`src/rtl/hazard_pkg.sv`:
```
// Shared types and constants for the pipeline hazard controller.
// Holds the memory-wait FSM states, forward-select codes and a register-match helper.
package hazard_pkg;

    typedef enum logic [1:0] {
        RUN,
        WAIT,
        HALT
    } hzState_e;

    localparam logic [1:0] FWD_ID    = 2'b00;
    localparam logic [1:0] FWD_EXMEM = 2'b10;
    localparam logic [1:0] FWD_MEMWB = 2'b01;

    // Producer writes a real register that the consumer actually reads.
    function automatic logic regMatch(
        input logic [4:0] rd,
        input logic       regWrite,
        input logic [4:0] rs,
        input logic       useRs
    );
        return regWrite && (rd != 5'd0) && useRs && (rs == rd);
    endfunction

endpackage

```
`src/rtl/hazard_fwd_unit.sv`:
```
// EX operand forwarding selects from EX/MEM and MEM/WB producers.
// Ports: rs1/rs2 + use bits of the consumer, memRd/wbRd + RegWrite, forwardA/forwardB selects.
module hazard_fwd_unit
    import hazard_pkg::*;
(
    input  logic [4:0] rs1,
    input  logic [4:0] rs2,
    input  logic       useRs1,
    input  logic       useRs2,
    input  logic [4:0] memRd,
    input  logic       memRegWrite,
    input  logic [4:0] wbRd,
    input  logic       wbRegWrite,
    output logic [1:0] forwardA,
    output logic [1:0] forwardB
);

    logic memA;
    logic memB;
    logic wbA;
    logic wbB;

    assign memA = regMatch(memRd, memRegWrite, rs1, useRs1);
    assign memB = regMatch(memRd, memRegWrite, rs2, useRs2);
    assign wbA  = regMatch(wbRd, wbRegWrite, rs1, useRs1);
    assign wbB  = regMatch(wbRd, wbRegWrite, rs2, useRs2);

    // The younger EX/MEM result wins over MEM/WB.
    assign forwardA = memA ? FWD_EXMEM : (wbA ? FWD_MEMWB : FWD_ID);
    assign forwardB = memB ? FWD_EXMEM : (wbB ? FWD_MEMWB : FWD_ID);

endmodule

```
`src/rtl/hazard_ctrl.sv`:
```
// Hazard/stall controller: pipeline enables, flushes, forwarding, dmem timeout halt, stall counter.
// Ports: ID sources, EX/MEM/WB dests, branch/dmem status in; enables, flushes, forward_a/b, halted,
// stall_cnt out. Optional macro HAZARD_FORWARDING_EN enables forwarding (else stall on EX/MEM RAW).
module hazard_ctrl
    import hazard_pkg::*;
#(
    parameter int MEM_TIMEOUT = 16,
    parameter int CNT_W       = 16
) (
    input  logic             clk,
    input  logic             rst_n,
    input  logic [4:0]       id_rs1,
    input  logic [4:0]       id_rs2,
    input  logic             id_use_rs1,
    input  logic             id_use_rs2,
    input  logic [4:0]       ex_rd,
    input  logic [4:0]       mem_rd,
    input  logic [4:0]       wb_rd,
    input  logic             ex_regwrite,
    input  logic             mem_regwrite,
    input  logic             wb_regwrite,
    input  logic             ex_memread,
    input  logic             ex_branch_taken,
    input  logic             dmem_req,
    input  logic             dmem_ready,
    output logic             pc_we,
    output logic             ifid_we,
    output logic             idex_we,
    output logic             exmem_we,
    output logic             ifid_flush,
    output logic             idex_flush,
    output logic             memwb_bubble,
    output logic [1:0]       forward_a,
    output logic [1:0]       forward_b,
    output logic             halted,
    output logic [CNT_W-1:0] stall_cnt
);

    localparam int WCW = $clog2(MEM_TIMEOUT + 1);

    hzState_e         state;
    logic [WCW-1:0]   waitCnt;
    logic [WCW-1:0]   waitNext;
    logic [CNT_W-1:0] stallCnt;
    logic             memMiss;
    logic             freeze;
    logic             exMatch;
    logic             loadUse;

    assign exMatch = regMatch(ex_rd, ex_regwrite, id_rs1, id_use_rs1)
                   | regMatch(ex_rd, ex_regwrite, id_rs2, id_use_rs2);

`ifdef HAZARD_FORWARDING_EN
    // Only a load result is too late to forward into the next EX.
    assign loadUse = ex_memread & exMatch;

    hazard_fwd_unit uFwd (
        .rs1         (id_rs1),
        .rs2         (id_rs2),
        .useRs1      (id_use_rs1),
        .useRs2      (id_use_rs2),
        .memRd       (mem_rd),
        .memRegWrite (mem_regwrite),
        .wbRd        (wb_rd),
        .wbRegWrite  (wb_regwrite),
        .forwardA    (forward_a),
        .forwardB    (forward_b)
    );
`else
    logic unusedIn;

    // WB is covered by the write-before-read register file.
    assign loadUse = exMatch
                   | regMatch(mem_rd, mem_regwrite, id_rs1, id_use_rs1)
                   | regMatch(mem_rd, mem_regwrite, id_rs2, id_use_rs2);
    assign forward_a = FWD_ID;
    assign forward_b = FWD_ID;
    assign unusedIn  = ^{ex_memread, wb_rd, wb_regwrite};
`endif

    assign memMiss  = dmem_req & ~dmem_ready;
    assign freeze   = memMiss | (state == HALT);
    assign waitNext = waitCnt + 1'b1;

    always_comb begin
        pc_we        = 1'b1;
        ifid_we      = 1'b1;
        idex_we      = 1'b1;
        exmem_we     = 1'b1;
        ifid_flush   = 1'b0;
        idex_flush   = 1'b0;
        memwb_bubble = 1'b0;
        unique case (1'b1)
            freeze: begin
                pc_we        = 1'b0;
                ifid_we      = 1'b0;
                idex_we      = 1'b0;
                exmem_we     = 1'b0;
                memwb_bubble = 1'b1;
            end
            (!freeze && ex_branch_taken): begin
                ifid_flush = 1'b1;
                idex_flush = 1'b1;
            end
            (!freeze && !ex_branch_taken && loadUse): begin
                pc_we      = 1'b0;
                ifid_we    = 1'b0;
                idex_flush = 1'b1;
            end
            default: ;
        endcase
    end

    always_ff @(posedge clk or negedge rst_n) begin
        if (!rst_n) begin
            state    <= RUN;
            waitCnt  <= '0;
            stallCnt <= '0;
            halted   <= 1'b0;
        end else begin
            if (!pc_we && stallCnt != '1) begin
                stallCnt <= stallCnt + 1'b1;
            end
            unique case (state)
                RUN: begin
                    if (memMiss) begin
                        waitCnt <= waitNext;
                        if (waitNext == WCW'(MEM_TIMEOUT)) begin
                            state  <= HALT;
                            halted <= 1'b1;
                        end else begin
                            state <= WAIT;
                        end
                    end
                end
                WAIT: begin
                    if (dmem_ready) begin
                        state   <= RUN;
                        waitCnt <= '0;
                    end else begin
                        waitCnt <= waitNext;
                        if (waitNext == WCW'(MEM_TIMEOUT)) begin
                            state  <= HALT;
                            halted <= 1'b1;
                        end
                    end
                end
                HALT: ;
                default: state <= RUN;
            endcase
        end
    end

    assign stall_cnt = stallCnt;

endmodule

```
`config.mk`:
```
export PLATFORM = sky130hd
export DESIGN_NAME = hazard_ctrl
export DESIGN_NICKNAME = d
export VERILOG_FILES = /design/src/rtl/hazard_pkg.sv /design/src/rtl/hazard_fwd_unit.sv /design/src/rtl/hazard_ctrl.sv
export SDC_FILE = /design/constraint.sdc
export NUM_CORES = 1
export LEC_CHECK = 0
export CAP_MARGIN = 40
export CORE_MARGIN = 5
export CORE_UTILIZATION = 35
export CTS_CLUSTER_DIAMETER = 40
export DETAILED_ROUTE_END_ITERATION = 16
export GPL_ROUTABILITY_DRIVEN = 0
export GPL_TIMING_DRIVEN = 0
export MAX_ROUTING_LAYER = met4
export PLACE_DENSITY = 0.68
export SLEW_MARGIN = 20
export SYNTH_ARGS = -nofsm -noshare
export SYNTH_HDL_FRONTEND = slang
export SYNTH_SLANG_ARGS = --single-unit
```
`constraint.sdc`:
```
create_clock -name clk -period 3.1 [get_ports clk]
set_clock_uncertainty 0.15 [all_clocks]
set_input_delay 0.62 -clock clk [delete_from_list [all_inputs] [get_ports clk]]
set_output_delay 0.62 -clock clk [all_outputs]
set_load 0.01 [all_outputs]
```
==> flow_summary.toml <==
[outcome]
status = "finished clean"

[floorplan]
die_w_um = 76.5
core_region_area_um2 = 4320
dieArea_um2 = 5850
rows = 24
ioPinCount = 64
initial_core_util = 0.358
die_h_um = 76.5

[route]
first_pass_iters = 4
drtIter0Drc = 42
via_per_inst = 4.99
vias = 1352
finalWirelength_mm = 3.73
ant_nets = 0
drc_errors = 0
wl_per_cell_um = 13.8

[grt]
grt_overflow = 0
grt_max_degree = 16
antenna_found_initial = 0
grt_pass1_wl_mm = 6.42
grt_pass1_vias = 1345
grt_use_total = 0.135

[yosys]
async_flop_share = 1.00
yosys-top-cells-count = "xnor2_1 (32), dfrtp_1 (24), nand2_1 (19), nand4_1 (10)"
synth_top_family_by_area = "simple AND/OR/NAND/NOR gates"
ys.flop_type = "dfrtp_1"
syn-cell-area_um2 = 1550
ys_seq_area_frac = 0.388
avgSynthCellArea_um2 = 9.85
ys_seq_elements = 24
yosysTopAreaCell = "dfrtp_1"
synth_area_leaders = "dfrtp_1 (39%), xnor2_1 (18%), nand2_1 (4.6%)"
synth_top_area_frac = 0.388
synthDistinctLibCells = 34
yosys.area_share.xor_xnor = 0.198
synthMuxAreaShare = 0.0218
synth_compound_area_frac = 0.0971
synth_cells = 157
synth_edf_count = 0
synthAdderAreaFrac = 0.0162
yosys_warnings = 0
yosysMostFrequentCell = "xnor2_1"
synth-simple-area-share = 0.220

[cells_and_area]
area_growth_pct = 45.4
n_antenna_cell = 0
drive_above_1_share = 0.137
nNetsFinal = 258
fin_util = 0.520
final_cell_area_um2 = 2250
fin_cells = 271

[pwr]
pwr_density_cell_nw_per_um2 = 465
p_leak_nw = 0.966
ir_worst_vdd_mv = 0.402

[timing]
slew_viol_final = 0
finalCritPeriodShare = 0.970
hold_viol_final = 0
fmax_mhz = 333
setup_slack_ns = 0.0944
rsz0062_at_grt = "false"
layout_min_cycle_time_ns = 3.01
setup_viol = 0

[place]
pre_cts_ws_ns = -0.647
port_buffers = 52
place_inst = 265
dp_hpwl_mm = 2.86
placed_area_um2 = 2160

[setup_path]
slowest_stage = "or4_1"
cp_data_required_time_ns = 2.33
end_kind = "output pin"
crit_chain = "clkdlybuf4s15_2, or4_1, o21a_1, a32oi_4, o21ai_2, inv_1, buf_4, clkdlybuf4s15_2"
worstPathArrival_ns = 2.24
crit_fanout = 3
cpMostUsedCell = "clkdlybuf4s15_2"
crit_type = "primary input to output pin"
max_stage_delay_ns = 0.53
worstSetupStartpointType = "primary input"

[cts]
cts_tree = "done"
cts_buffers = 3
cts.sinks = 24
max-clock-path-buffers = 2
clockRootBuffer = "clkbuf_8"
insertion_delay_ns = 0.27
clk_pin_slew_worst_paths_ns = 0.08
htree_levels = 1

[worst_hold_path]
hp-class = "flip-flop to flip-flop"

[job]
cap_violations = 0
-- per-layer routing --
layer	wire length (µm)	vias to the layer above	part of all wire	global-route usage
met5	0	-	0	-
met4	96	0	0.026	0.0577
met3	254	8	0.068	0.0296
met2	1550	49	0.41	0.185
met1	1840	638	0.49	0.190
li1	-	657	-	-
-- final cells by class --
class | instances | area [µm²]
Sequential cell | 24 | 601
Tap cell | 52 | 65.1
Clock inverter | 1 | 30.0
Inverter | 6 | 22.5
Buffer | 9 | 63.8
Timing Repair Buffer | 55 | 544
Multi-Input combinational cell | 121 | 881
Clock buffer | 3 | 41.3
Fill cell | 415 | 2080
-- layout by cell type, fill, tap and decap left out, types with 2 or more instances in the layout --
cell type and n:
ha_1 2, xnor2_1 32, clkbuf_8 3, dlygate4sd2_1 14
nand3_2 6, and4_1 3, inv_1 5, nor2_1 6
mux2_1 3, o21ai_1 3, clkdlybuf4s15_1 2, o21ai_0 4
clkdlybuf4s15_2 2, and3_1 4, dlymetal6s2s_1 4, buf_1 2
clkdlybuf4s50_1 29, nand4_1 10, conb_1 4, o22ai_2 2
xor2_1 3, buf_6 2, nand2b_1 3, nand2_1 19
buf_4 7, dfrtp_1 24, nand3_1 2, and2_1 3
-- logic make-up after synthesis --
group / Yosys count
and+or+nand+nor: 59
xor gates and xnor gates: 35
AOI/OAI and AO/OA: 18
muxes: 3
other: 1
buffers and inverters: 15
DFF: 24
adders and majority gates: 2
-- worst max-delay path: cells and delay by family --
family                 cells  cell delay, ns
AO/OA/AOI/OAI              3            0.50
AND/OR/NAND/NOR            1            0.53
buffers and inverters      4            0.58
-- sequential cells by signal (all words and copies together), names as in the netlist --
register   count
state          2
halted         1
waitCnt        5
stall_cnt     16
-- final timing paths --
path	startpoint	end	slack (ns)	cells past startpoint
min in group asynchronous	rst_n	stall_cnt[14]	0.52	1
hold reg to reg	halted	halted	0.32	1
hold / removal	halted	halted	0.32	1
max in group asynchronous	rst_n	stall_cnt[0]	1.80	2
setup / recovery	mem_rd[4]	pc_we	0.09	8
setup reg to reg	stall_cnt[0]	stall_cnt[10]	0.77	9
-- metrics by stage --
step	power (mW)	setup TNS [ns]	hold WS [ns]
2_1_floorplan	0.598	0	0.174
3_3_place_gp	0.777	-1.60	0.309
3_5_place_dp	0.783	-1.56	0.302
4_1_cts	1.06	0	0.336
5_1_grt	1.11	0	0.383
6_report	1.04	0	0.325
-- report_power, final --
part,switching (mW),total [mW],internal [mW]
combinational,0.154,0.341,0.187
sequential,0.0641,0.430,0.366
clock,0.101,0.274,0.173
-- repair_timing --
item | CTS | global route
setup endpoints to repair | 3 | 3
resized for setup | 29 | 5
hold buffers | 0 | 0
pin swaps | 8 | 7
buffers inserted | 2 | 0
No activity file was read; power rests on OpenSTA's default activity.
